**config.mk**
```make
export PLATFORM = sky130hd
export DESIGN_NAME = seq_multiplier
export DESIGN_NICKNAME = d
export VERILOG_FILES = /design/src/rtl/seq_multiplier.sv
export SDC_FILE = /design/constraint.sdc
export NUM_CORES = 1
export LEC_CHECK = 0
export CELL_PAD_IN_SITES_DETAIL_PLACEMENT = 0
export CELL_PAD_IN_SITES_GLOBAL_PLACEMENT = 1
export CORE_ASPECT_RATIO = 1.4
export CORE_MARGIN = 5
export CORE_UTILIZATION = 30
export CTS_BUF_LIST = sky130_fd_sc_hd__clkbuf_4
export CTS_CLUSTER_DIAMETER = 60
export CTS_CLUSTER_SIZE = 16
export DETAILED_ROUTE_END_ITERATION = 10
export GPL_ROUTABILITY_DRIVEN = 0
export PLACE_DENSITY = 0.69
export SYNTH_ARGS = -nofsm -noshare
export SYNTH_HDL_FRONTEND = slang
export SYNTH_SLANG_ARGS = --single-unit
```
**constraint.sdc**
```tcl
create_clock -name clk -period 5.6 [get_ports clk]
set_input_delay 1.12 -clock clk [delete_from_list [all_inputs] [get_ports clk]]
set_output_delay 1.12 -clock clk [all_outputs]
set_load 0.05 [all_outputs]
```
**src/rtl/seq_multiplier.sv**
```systemverilog
// Sequential shift-add multiplier: one add/shift step per cycle, full 2*WIDTH-bit product.
// Signed operation multiplies operand magnitudes and negates the result when the signs differ.
module seq_multiplier #(
   parameter int WIDTH     = 16,
   parameter bit SIGNED_EN = 1'b1
) (
   input  logic               clk,
   input  logic               rst,
   input  logic               start,
   input  logic               signed_mode,
   input  logic [WIDTH-1:0]   multiplicand,
   input  logic [WIDTH-1:0]   multiplier,
   output logic               busy,
   output logic               done,
   output logic [2*WIDTH-1:0] product
);

   localparam int CW = $clog2(WIDTH + 1);

   typedef enum logic {IDLE, RUN} state_t;

   state_t             state;
   logic [WIDTH-1:0]   m_reg;
   logic [WIDTH-1:0]   a_reg;
   logic [WIDTH-1:0]   q_reg;
   logic               c_reg;
   logic               neg_flag;
   logic [CW-1:0]      count;

   logic               use_signed;
   logic [WIDTH-1:0]   m_mag;
   logic [WIDTH-1:0]   q_mag;
   logic [WIDTH:0]     sum;
   logic [2*WIDTH-1:0] raw;

   // The most negative operand maps onto 2^(WIDTH-1), which still fits unsigned.
   always_comb begin
      use_signed = signed_mode & SIGNED_EN;
      m_mag      = (use_signed && multiplicand[WIDTH-1]) ? -multiplicand : multiplicand;
      q_mag      = (use_signed && multiplier[WIDTH-1])   ? -multiplier   : multiplier;
      sum        = {c_reg, a_reg} + (q_reg[0] ? {1'b0, m_reg} : {(WIDTH+1){1'b0}});
      raw        = {a_reg, q_reg};
   end

   // NOTE: all state, outputs included, uses non-blocking assignments so every
   // register samples the pre-edge values regardless of statement order.
   always_ff @(posedge clk or posedge rst) begin
      if (rst) begin
         state    <= IDLE;
         busy     <= 1'b0;
         done     <= 1'b0;
         product  <= '0;
         m_reg    <= '0;
         a_reg    <= '0;
         q_reg    <= '0;
         c_reg    <= 1'b0;
         neg_flag <= 1'b0;
         count    <= '0;
      end else begin
         done <= 1'b0;
         case (state)
            IDLE: begin
               if (start) begin
                  m_reg    <= m_mag;
                  q_reg    <= q_mag;
                  neg_flag <= use_signed & (multiplicand[WIDTH-1] ^ multiplier[WIDTH-1]);
                  a_reg    <= '0;
                  c_reg    <= 1'b0;
                  count    <= '0;
                  busy     <= 1'b1;
                  state    <= RUN;
               end
            end
            RUN: begin
               if (count == CW'(WIDTH)) begin
                  product <= neg_flag ? (~raw) + 1'b1 : raw;
                  done    <= 1'b1;
                  busy    <= 1'b0;
                  state   <= IDLE;
               end else begin
                  // Conditional add into {C,A}, then shift {C,A,Q} right with 0 into C.
                  c_reg <= 1'b0;
                  a_reg <= sum[WIDTH:1];
                  q_reg <= {sum[0], q_reg[WIDTH-1:1]};
                  count <= count + CW'(1);
               end
            end
            default: state <= IDLE;
         endcase
      end
   end

endmodule

```
==> flow_summary.ini <==
[power]
cellLeakagePower_nw = 2.726
peakVddDrop_v = 0.0001824
power_mw = 3.605
power_density_nw_per_um2 = 548.3

[routing]
ant_nets = 0
first_pass_iters = 4
finalWirelength_mm = 13.62
drc_errors = 0
wire_per_inst_um = 14.80
vias = 4598
first_iter_violations = 242
via_per_inst = 4.998

[hold_path]
min_path_type = flip-flop to flip-flop
worstHoldStart = m_reg[3]
hold_depth = 2

[clock_tree]
cts_sinks = 89
cts_hold_buf = 0
cts_made_buffers = 9
worstSkewPairLatency_ps = 460
cts_resized = 0
cts_tree = built
htreeDepth = 3
ctsRootBufferMaster = clkbuf_4
postCtsSetupRepairBufs = 0
clockBufferDepth = 2
clkTransAtPathRegs_ps = 150

[sta]
hold_viol_final = 0
finalCriticalPeriod_ps = 3234
fin_hold_ws_ps = 491.1
drv_slew = 0
rsz0062_at_grt = false
setup_tns_ps = 0
relSlewSlack_pct = 27.49
setup_ws_ps = 2366
setup_violations = 0
post-route-period-util_pct = 57.75
finClkSkew_ps = 16.41
worst_pin_slew_ps = 1088
fmax_mhz = 309.2

[global_route]
use_met3_pct = 2.217
grt_pass1_vias = 4772
grt_remaining_overflow = 0
grt_usage_pct = 13.05
antenna_found_initial = 1
grt_busiest_layer = met2
gr-usage-met2_pct = 22.88
grt_start_max_net_pins = 66
grt_first_pass_wirelength_mm = 23.23
grt_use_met1_pct = 16.25

[flow_run]
drv_cap = 0

[floorplan]
core-area_sq_um = 18460
initial_core_util_pct = 30.16
top_level_ports = 70
dieWidth_um = 125.1
num_rows = 59
fp.dieArea_sq_um = 21410
fp.dieH_um = 171.2

[worst_setup_path]
rr_worst_depth = 10
crit_chain = and2_1 -> ha_1 -> inv_1 -> fa_1 -> nor2b_1 -> o211ai_1 -> a211oi_1 -> o31ai_1 -> o2111a_1 -> a211o_1
endpoint_kind = flip-flop
crit_type = flip-flop to flip-flop
critical_path_peak_fanout = 20
crit_path_start_kind = flip-flop
critPathTopFamily = compound AO/OA/AOI/OAI gates
slowest_delay_ps = 720
critPathBufInv = 1
crit_cells = 10
critPathSlowestCell = dfrtp_1
critPathArrivalTime_ps = 3600
required_ps = 5970
r2r_start = q_reg[0]
cp-startpoint = q_reg[0]

[final_layout]
area_delta_synth_final_pct = 18.12
utilization_pct = 35.62
seq_area_sq_um = 2227
final_area_sq_um = 6574
drive_gt1_share_pct = 6.074
nets = 728
layout.cells.non_filler = 920
nFillCells = 1961
largest_reg_flops = 32
multiInputGateArea_sq_um = 3105
regMostFlops = product

[status]
status = completed

[yosys]
synth_nets = 678
synth_flop_cell = dfrtp_1
synth_seq_cells = 89
synth_area_per_cell_sq_um = 8.976
ys_seq_area_share_pct = 40.02
synthArstFlopShare_pct = 100.0
synth_cell_types = 58
synth_cells = 620
synth_edf_count = 0
yosysWarningCount = 0
syn_area_sq_um = 5565

[place]
place.port_buffers = 69
hpwl_mm = 10.57
dpl.cell_count = 903
place_area_sq_um = 6442
post-place-ws_ps = 2206
==> cells in the mapped netlist, types with 4 or more instances <==
| cell type | count | area (sq um) |
|---|---|---|
| a211o_1 | 4 | 35.03 |
| a21oi_1 | 19 | 95.09 |
| a22oi_1 | 12 | 90.09 |
| a31oi_1 | 4 | 25.02 |
| and2_1 | 17 | 106.4 |
| and3_1 | 4 | 25.02 |
| clkbuf_1 | 30 | 112.6 |
| dfrtp_1 | 89 | 2227 |
| ha_1 | 21 | 262.8 |
| inv_1 | 20 | 75.07 |
| mux2i_1 | 5 | 50.05 |
| nand2_1 | 85 | 319.1 |
| nand2b_1 | 6 | 37.54 |
| nand3_1 | 21 | 105.1 |
| nor2_1 | 25 | 93.84 |
| nor2b_1 | 5 | 31.28 |
| nor3_1 | 6 | 30.03 |
| nor4_1 | 5 | 31.28 |
| o21ai_0 | 82 | 410.4 |
| o21ai_1 | 18 | 90.09 |
| o31ai_1 | 13 | 97.59 |
| o41ai_1 | 10 | 87.58 |
| o41ai_2 | 5 | 81.33 |
| or3_1 | 5 | 31.28 |
| xnor2_1 | 21 | 183.9 |
| xor2_1 | 45 | 394.1 |
==> worst register-to-register path, delay by kind of cell (launching register included) <==
kind | cells | cell delay [ps]
flip-flops | 1 | 720
AO/OA/AOI/OAI | 5 | 1400
AND/OR/NAND/NOR | 2 | 410
adder cells (fa/ha/maj) | 2 | 580
buffers and inverters | 1 | 60
==> kinds of logic (layout without fill, tap and decap cells) <==
logic type / Yosys count / after routing / share of synthesized area [%]
xor gates and xnor gates: 66 / 66 / 10.39
and+or+nand+nor: 201 / 201 / 18.82
DFF: 89 / 89 / 40.02
adders and majority gates: 22 / 22 / 5.081
other: 0 / 1 / 0
AOI/OAI and AO/OA: 182 / 182 / 20.57
buffers and inverters: 55 / 110 / 4.227
muxes: 5 / 5 / 0.8993
==> metal layers <==
layer  wire length [um]  share of wire, %
met3                354               2.6
met1               6124                45
met4                265               1.9
met2               6874                50
met5                  0                 0
==> worst paths after layout <==
path                                to  slack, ps
min                           m_reg[3]        490
max in group asynchronous     q_reg[1]       3450
max                          a_reg[13]       2370
min reg2reg                   m_reg[3]        490
max reg2reg                  a_reg[13]       2370
min in group asynchronous  product[27]       1160
==> cell type report <==
| cell class | count | area share, % |
|---|---|---|
| sequential | 89 | 33.88 |
| multi-input combinational | 476 | 47.24 |
| tap | 244 | 4.644 |
| inverter | 20 | 1.161 |
| timing repair buffer | 74 | 11.08 |
| clock inverter | 7 | 0.9326 |
| clock buffer | 9 | 1.028 |
| antenna | 1 | 0.03807 |
==> cell usage in the layout, fill, tap and decap left out, types with 6 or more instances in the layout <==
| cell | count |
|---|---|
| xnor2_1 | 21 |
| nor2_1 | 25 |
| clkbuf_4 | 9 |
| and2_1 | 17 |
| ha_1 | 21 |
| o21ai_0 | 82 |
| nand2b_1 | 6 |
| a21oi_1 | 19 |
| nor3_1 | 6 |
| nand2_1 | 84 |
| clkdlybuf4s50_1 | 69 |
| nand3_1 | 21 |
| dfrtp_1 | 89 |
| o41ai_1 | 10 |
| xor2_1 | 45 |
| o21ai_1 | 18 |
| o31ai_1 | 13 |
| inv_1 | 19 |
| a22oi_1 | 12 |
==> where the power goes <==
group / total [mW] / leakage [nW] / switching (mW) / internal, mW
clock: 0.347 / 0.0655 / 0.247 / 0.0997
combinational: 1.96 / 1.54 / 1.18 / 0.773
sequential: 1.30 / 1.12 / 0.361 / 0.941
total: 3.60 / 2.73 / 1.79 / 1.81
No activity file was read; power rests on OpenSTA's default activity.
